[config.mk]
export PLATFORM = sky130hd
export DESIGN_NAME = id_ex_stage
export DESIGN_NICKNAME = d
export VERILOG_FILES = /design/src/rtl/id_ex_stage.sv
export SDC_FILE = /design/constraint.sdc
export NUM_CORES = 1
export LEC_CHECK = 0
export CAP_MARGIN = 10
export CORE_AREA = 2 2 139 141
export CTS_CLUSTER_DIAMETER = 40
export DETAILED_ROUTE_END_ITERATION = 8
export DIE_AREA = 0 0 141 143
export PLACE_DENSITY_LB_ADDON = 0.05
export SLEW_MARGIN = 30
export SYNTH_ARGS = -nofsm -noshare
export SYNTH_HDL_FRONTEND = slang
export SYNTH_SLANG_ARGS = --single-unit
[constraint.sdc]
create_clock -name clk -period 2.3 [get_ports clk]
set_input_delay 0.46 -clock clk [delete_from_list [all_inputs] [get_ports clk]]
set_output_delay 0.46 -clock clk [all_outputs]
set_load 0.02 [all_outputs]
[src/rtl/id_ex_stage.sv]
// ID/EX pipeline register: carries the main_control word and ID operands into EX,
// inserts one-cycle bubbles on load-use hazards and flushes, and counts stall bubbles.
module id_ex_stage #(
    parameter int DATA_W = 32,
    parameter int CNT_W  = 8
) (
    input  logic              clk,
    input  logic              reset,
    input  logic              id_valid,
    input  logic              regdst,
    input  logic              ULAsrc,
    input  logic              memtoreg,
    input  logic              regwrite,
    input  logic              memread,
    input  logic              memwrite,
    input  logic              branch,
    input  logic [1:0]        ULAop,
    input  logic [4:0]        id_rs,
    input  logic [4:0]        id_rt,
    input  logic [4:0]        id_rd,
    input  logic [DATA_W-1:0] id_rs_data,
    input  logic [DATA_W-1:0] id_rt_data,
    input  logic [DATA_W-1:0] id_imm,
    input  logic [DATA_W-1:0] id_pc4,
    input  logic              flush,
    output logic              stall,
    output logic              ex_valid,
    output logic              ex_regdst,
    output logic              ex_ULAsrc,
    output logic              ex_memtoreg,
    output logic              ex_regwrite,
    output logic              ex_memread,
    output logic              ex_memwrite,
    output logic              ex_branch,
    output logic [1:0]        ex_ULAop,
    output logic [4:0]        ex_rs,
    output logic [4:0]        ex_rt,
    output logic [4:0]        ex_rd,
    output logic [DATA_W-1:0] ex_rs_data,
    output logic [DATA_W-1:0] ex_rt_data,
    output logic [DATA_W-1:0] ex_imm,
    output logic [DATA_W-1:0] ex_pc4,
    output logic [CNT_W-1:0]  stall_cnt
);

    logic              vld_p1;
    logic [6:0]        ctrl_p1;
    logic [1:0]        ulaop_p1;
    logic [4:0]        rs_p1, rt_p1, rd_p1;
    logic [DATA_W-1:0] rs_data_p1, rt_data_p1, imm_p1, pc4_p1;
    logic [CNT_W-1:0]  cnt_q;

    logic id_uses_rt;
    logic load_use;
    logic bubble;

    function automatic logic [CNT_W-1:0] sat_inc(input logic [CNT_W-1:0] c);
        return (c == {CNT_W{1'b1}}) ? c : c + CNT_W'(1);
    endfunction

    // ID stage: hazard detection against the instruction currently in EX
    always_comb begin
        id_uses_rt = regdst | memwrite | branch;
        load_use   = vld_p1 & ctrl_p1[4] & (rt_p1 != 5'd0) & id_valid &
                     ((rt_p1 == id_rs) | (id_uses_rt & (rt_p1 == id_rt)));
        stall      = load_use & ~flush;
        bubble     = flush | load_use | ~id_valid;
    end

    // ID -> EX boundary
    always_ff @(posedge clk or negedge reset) begin
        if (!reset) begin
            vld_p1     <= 1'b0;
            ctrl_p1    <= '0;
            ulaop_p1   <= '0;
            rs_p1      <= '0;
            rt_p1      <= '0;
            rd_p1      <= '0;
            rs_data_p1 <= '0;
            rt_data_p1 <= '0;
            imm_p1     <= '0;
            pc4_p1     <= '0;
            cnt_q      <= '0;
        end else begin
            if (bubble) begin
                vld_p1     <= 1'b0;
                ctrl_p1    <= '0;
                ulaop_p1   <= '0;
                rs_p1      <= '0;
                rt_p1      <= '0;
                rd_p1      <= '0;
                rs_data_p1 <= '0;
                rt_data_p1 <= '0;
                imm_p1     <= '0;
                pc4_p1     <= '0;
            end else begin
                vld_p1     <= 1'b1;
                ctrl_p1    <= {branch, memwrite, memread, regwrite, memtoreg, ULAsrc, regdst};
                ulaop_p1   <= ULAop;
                rs_p1      <= id_rs;
                rt_p1      <= id_rt;
                rd_p1      <= id_rd;
                rs_data_p1 <= id_rs_data;
                rt_data_p1 <= id_rt_data;
                imm_p1     <= id_imm;
                pc4_p1     <= id_pc4;
            end
            if (stall)
                cnt_q <= sat_inc(cnt_q);
        end
    end

    assign ex_valid    = vld_p1;
    assign ex_regdst   = ctrl_p1[0];
    assign ex_ULAsrc   = ctrl_p1[1];
    assign ex_memtoreg = ctrl_p1[2];
    assign ex_regwrite = ctrl_p1[3];
    assign ex_memread  = ctrl_p1[4];
    assign ex_memwrite = ctrl_p1[5];
    assign ex_branch   = ctrl_p1[6];
    assign ex_ULAop    = ulaop_p1;
    assign ex_rs       = rs_p1;
    assign ex_rt       = rt_p1;
    assign ex_rd       = rd_p1;
    assign ex_rs_data  = rs_data_p1;
    assign ex_rt_data  = rt_data_p1;
    assign ex_imm      = imm_p1;
    assign ex_pc4      = pc4_p1;
    assign stall_cnt   = cnt_q;

endmodule

==> flow_metrics.env, run 1 <==
export IMPL_status="finished clean"
export IMPL_dpl_worst_slack_ns=-0.463
export IMPL_synth_top_flop_cell="dfrtp_1"
export IMPL_drt_iter0_drc=84
export IMPL_switching_share_pct=22.6
export IMPL_die_area_sq_um=20200
export IMPL_holdWs_ns=0.342
export IMPL_power_frac_comb_pct=12.7
export IMPL_path_max_fanout=3
export IMPL_use_met3_pct=6.37
export IMPL_grt_util_all_layers_pct=16.0
export IMPL_pwr_share_clk_pct=42.9
export IMPL_syn_cell_area_sq_um=5510
export IMPL_p_switching_mw=1.51
export IMPL_place_gp_congestion=0.753
export IMPL_synth_edf_count=0
export IMPL_fp_dieW_um=141
export IMPL_syn_area_per_cell_sq_um=14.5
export IMPL_cpMaxStageDelayCell="or4_4"
export IMPL_setup_viol=0
export IMPL_start_kind="register"
export IMPL_cts_buffers_inserted=17
export IMPL_cp_required_ns=1.84
export IMPL_path_cells="or4_4 -> o2111ai_4 -> nor3b_2 -> buf_4"
export IMPL_grt_pass1_wl_mm=23.9
export IMPL_p_int_mw=5.18
export IMPL_post_drt_wl_per_cell_um=16.7
export IMPL_ys_ff_latch=161
export IMPL_leakage_nw=4.28
export IMPL_setup_ws_ns=0.0202
export IMPL_synth_nets=536
export IMPL_io_buffers=317
export IMPL_crit_path_max_incr_delay_ns=0.57
export IMPL_placedCellCount=929
export IMPL_hold_viol=0
export IMPL_seq_power_share_pct=44.4
export IMPL_die_h_um=143
export IMPL_maxSlewViolCount=0
export IMPL_cts_max_level=4
export IMPL_cp_end_kind="output pin"
export IMPL_dr_total_vias=3983
export IMPL_min_period_ns=2.28
export IMPL_cap_violations=0
export IMPL_ios=318
export IMPL_totalWireLength_mm=16.1
export IMPL_hold_path_class="input port to register"
export IMPL_initial_core_util_pct=29.7
export IMPL_async_flop_share_pct=100
export IMPL_yosys_area_top_type="dfrtp_1"
export IMPL_diodes=0
export IMPL_powerDensity_nw_per_um2=692
export IMPL_cts_tree="yes"
export IMPL_tightest_slew_ns=0.431
export IMPL_max_slew_margin_pct=70.8
export IMPL_drive_gt1_share_pct=7.67
export IMPL_grt_use_met2_pct=27.4
export IMPL_root_buffer="clkbuf_16"
export IMPL_yosys_warnings=0
export IMPL_grt_max_degree=67
export IMPL_rows=50
export IMPL_clk_path_buf_depth=2
export IMPL_finalPower_mw=6.69
export IMPL_path_clk_slew_ns=0.06
export IMPL_grt_overflow=0
export IMPL_rsz0062_at_grt="yes"
export IMPL_fin_cells=964
export IMPL_top_usage_layer="met2"
export IMPL_ant_nets=0
export IMPL_antenna_found_initial=0
export IMPL_skew_ns=0.00931
export IMPL_n_fill_cell=1640
export IMPL_dpl_hpwl_mm=12.0
export IMPL_drcViolationCount=0
export IMPL_timing_setup_tns_ns=0
export IMPL_critical_path_arrival_ns=1.82
export IMPL_fmax_mhz=439
export IMPL_yosys_area_top_type_share_pct=73.1
export IMPL_cts_sinks=161
export IMPL_fin_crit_sh_pct=99.1
export IMPL_synthDistinctLibCells=30
export IMPL_nets=874
export IMPL_grt_pass1_vias=4249
export IMPL_vdd_drop_max_mv=0.473
export IMPL_core_sq_um=18600
export IMPL_netlist_instances=379
export IMPL_synth_area_top_cells="dfrtp_1 (73%), and2_1 (17%), xnor2_1 (2.4%)"
export IMPL_synth_seq_area_share_pct=73.1
export IMPL_via_per_inst=4.13
export IMPL_crit_type="register to output pin"
export IMPL_area_growth_pct=75.3
export IMPL_grt_util_met1_pct=17.7
export IMPL_dr_pass1_iters=3
export IMPL_clk_latency_ns=0.41
[what timing repair did]
action                                  in CTS  in global routing
endpoints found under the setup margin       1                 88
resized for setup                            7                  2
setup buffers                                0                  1
hold endpoints to repair                    37                  0
hold buffers                                 1                  0
gates cloned                                 0                  1
pin swaps                                    1                  2
[critical path: cells and delay by family, from the launching register on]
kind	cells	cell delay, ns
buf+inv	1	0.16
compound gates	1	0.21
simple gates	2	0.64
flops	1	0.40
[cells in the final DEF, fill, tap and decap left out, types with 2 or more instances in the layout]
| cell type | count |
|---|---|
| buf_4 | 12 |
| nand3_1 | 7 |
| clkbuf_1 | 3 |
| nand2_1 | 4 |
| inv_6 | 2 |
| clkdlybuf4s50_1 | 314 |
| dfrtp_1 | 160 |
| clkbuf_16 | 18 |
| bufinv_16 | 3 |
| and2_1 | 152 |
| buf_12 | 5 |
| xnor2_1 | 15 |
| clkinvlp_4 | 5 |
| nor3_1 | 3 |
[layer usage]
layer,part of all wire [%],wire [um]
met1,37,6010
met2,52,8280
met4,2.3,364
met5,0,0
met3,8.7,1390
[flip-flops by register name, indices dropped and copies added (netlist names), 2 cells and up]
name,flops
ex_imm,32
ex_rs_data,32
ex_rs,5
ctrl_p1,7
ex_ULAop,2
ex_rt,5
stall_cnt,8
ex_pc4,32
ex_rd,5
ex_rt_data,32
[stage by stage]
step	utilization, %	instance area [sq um]
6_report	52.0	9660
4_1_cts	51.7	9610
2_1_floorplan	-	5510
5_1_grt	52.0	9660
3_3_place_gp	48.4	8990
3_5_place_dp	48.4	8990
[logic make-up (layout without fill, tap and decap cells)]
family / count (synthesis) / after routing / share of synthesized area, %
fa+ha+maj: 1 / 1 / 0.227
xor+xnor: 16 / 16 / 2.54
mux: 1 / 1 / 0.204
compound gates: 6 / 6 / 1.38
simple gates: 176 / 176 / 19.7
buf+inv: 18 / 369 / 2.81
flops: 161 / 161 / 73.1
[path summary, 6_finish.rpt]
kind / endpoint / from / depth (start not counted) / slack (ns)
worst max-delay path: stall / ex_rt[1] / 4 / 0.02
worst min-delay path: ex_rt[3] / id_rt[3] / 2 / 0.34
worst max register to register: ex_pc4[25] / ex_rt[1] / 8 / 0.16
worst min register to register: stall_cnt[5] / stall_cnt[5] / 1 / 0.52
max in group asynchronous: ex_rt[2] / reset / 3 / 1.09
min in group asynchronous: ex_imm[29] / reset / 2 / 0.53
[power by group through the flow]
stage                     Combinational [mW]  Clock (mW)  Sequential (mW)
after CTS                              0.861        2.96             2.97
final                                  0.852        2.87             2.97
after global routing                   0.914        3.10             2.97
after floorplan                        0.136           0             3.16
after global placement                 0.850           0             3.02
after detailed placement               0.854           0             3.02
[cell usage after synthesis (2+ instances only)]
cell type	n
dfrtp_1	161
nor3b_1	2
clkbuf_1	7
xnor2_1	15
nand3_1	7
and2_1	152
nor3_1	3
nand2_1	4
buf_8	7
[layout make-up]
type                            instances  area, sq um  area share (%)
Clock buffer                           21          450            4.66
Tap cell                              234          293            3.03
Clock inverter                         11          154            1.59
Sequential cell                       161         4030            41.7
Inverter                                2         7.51          0.0777
Timing Repair Buffer                  335         3390            35.1
Multi-Input combinational cell        200         1330            13.8
Note: power is estimated with default switching activity, not from simulation.
==> run 2, diff against run 1 <==
==> constraint.sdc (replaced) <==
create_clock -name clk -period 2.1 [get_ports clk]
set_input_delay 0.42 -clock clk [delete_from_list [all_inputs] [get_ports clk]]
set_output_delay 0.42 -clock clk [all_outputs]
set_load 0.02 [all_outputs]
==> flow_metrics.env, run 2 (same netlist as run 1, synthesis figures left out) <==
export IMPL_status="complete, but fails checks"
export IMPL_violations="setup timing"
export IMPL_critical_path_arrival_ns=1.85
export IMPL_io_buffers=317
export IMPL_min_period_ns=2.27
export IMPL_powerDensity_nw_per_um2=708
export IMPL_grt_pass1_wl_mm=26.0
export IMPL_initial_core_util_pct=29.7
export IMPL_vdd_drop_max_mv=0.531
export IMPL_cts_sinks=161
export IMPL_drive_gt1_share_pct=20.2
export IMPL_ios=318
export IMPL_post_drt_wl_per_cell_um=18.9
export IMPL_fin_crit_sh_pct=108
export IMPL_path_clk_slew_ns=0.07
export IMPL_cts_max_level=4
export IMPL_leakage_nw=4.63
export IMPL_clk_latency_ns=0.42
export IMPL_mostFrequentLayoutCells="clkdlybuf4s50_1 (315), dfrtp_1 (160), and2_1 (91)"
export IMPL_grt_overflow=0
export IMPL_place_gp_congestion=0.734
export IMPL_cts_buffers_inserted=17
export IMPL_path_max_fanout=2
export IMPL_grt_max_degree=50
export IMPL_layout_commonest_cell="clkdlybuf4s50_1"
export IMPL_antenna_found_initial=0
export IMPL_clk_path_buf_depth=2
export IMPL_totalWireLength_mm=18.9
export IMPL_drt_iter0_drc=86
export IMPL_setup_viol=149
export IMPL_setup_ws_ns=-0.166
export IMPL_tightest_slew_ns=0.497
export IMPL_rsz0062_at_grt="yes"
export IMPL_cp_end_kind="output pin"
export IMPL_dr_pass1_iters=4
export IMPL_cap_violations=0
export IMPL_cp_required_ns=1.68
export IMPL_cts_tree="yes"
export IMPL_hold_path_class="input port to async pin"
export IMPL_maxSlewViolCount=0
export IMPL_root_buffer="clkbuf_16"
export IMPL_grt_util_met1_pct=20.0
export IMPL_ant_nets=0
export IMPL_skew_ns=0.0135
export IMPL_rows=50
export IMPL_grt_use_met2_pct=29.7
export IMPL_drcViolationCount=0
export IMPL_dr_total_vias=4155
export IMPL_nets=907
export IMPL_grt_pass1_vias=4420
export IMPL_top_usage_layer="met2"
export IMPL_start_kind="register"
export IMPL_via_per_inst=4.16
export IMPL_fp_dieW_um=141
export IMPL_area_growth_pct=88.4
export IMPL_dpl_hpwl_mm=11.9
export IMPL_use_met3_pct=7.85
export IMPL_dpl_worst_slack_ns=-0.525
export IMPL_crit_type="register to output pin"
export IMPL_fmax_mhz=441
export IMPL_die_h_um=143
export IMPL_hold_viol=0
export IMPL_finalPower_mw=7.35
export IMPL_max_slew_margin_pct=66.6
export IMPL_die_area_sq_um=20200
export IMPL_grt_util_all_layers_pct=17.5
export IMPL_core_sq_um=18600
-- run 2: cell types whose count changed in the layout (fill, tap and decap cells not counted), moves of 2 or more --
cell and change:
clkbuf_16 +9, buf_4 +4, buf_8 +5, buf_12 +6, bufinv_16 -2, buf_16 +2
buf_6 +7, and2_1 -61, inv_8 +2, and2_4 +61
-- run 2: per-stage QoR --
stage               cell area [sq um]  instances  util [%]  hold WS [ns]  setup TNS (ns)
floorplan                        5520        379         -         0.124               0
global placement                 9020        932      48.6         0.387          -31.84
detailed placement               9020        932      48.6         0.390          -38.04
CTS                              9920        981      53.4         0.499          -14.95
global route                    10400        997      55.9         0.517          -21.01
finish                          10400        998      55.9         0.499          -11.04
-- run 2: final timing paths --
path                             endpoint         start  slack [ns]  cells past startpoint
setup / recovery                    stall      ex_rt[2]       -0.17                      4
hold / removal                 ex_imm[27]         reset        0.50                      2
setup reg to reg                 ex_rt[4]      ex_rt[2]       -0.14                      9
hold reg to reg              stall_cnt[5]  stall_cnt[5]        0.50                      1
max in group asynchronous  ex_rt_data[30]         reset        0.87                      3
min in group clk             stall_cnt[5]  stall_cnt[5]        0.50                      1
-- run 2: layout make-up --
class                      instances  area (sq um)
clock buffer                      19           433
clock inverter                    13           129
sequential                       161          4030
timing repair buffer             368          3970
fill                            1543          8200
multi-input combinational        200          1510
inverter                           2          10.0
tap                              234           293
antenna                            1          2.50
-- run 2: critical path, cell delays in order (launching register included) --
cell and delay [ns]:
dfrtp_2 0.43, or4_4 0.53, o2111ai_4 0.24, nor3b_2 0.07, buf_4 0.16
-- run 2: repair_timing --
action / in CTS / in global routing
buffers inserted: 10 / 10
gates resized for setup: 22 / 78
pin swaps: 2 / 55
hold buffers: 1 / 0
endpoints found under the setup margin: 153 / 156
gates cloned: 6 / 13
hold endpoints to repair: 43 / 0
-- run 2: where the power goes --
part           switching (mW)  total (mW)  internal (mW)
sequential             0.0374        3.25           3.21
clock                    1.32        2.97           1.65
combinational           0.450        1.13          0.677
total                    1.81        7.35           5.54
-- run 2: per-layer routing --
layer	part of all wire [%]	wire [um]	vias up
li1	-	-	1927
met1	40	7470	2006
met2	51	9560	205
met3	8.7	1640	17
met4	1.2	233	0
met5	0	0	-
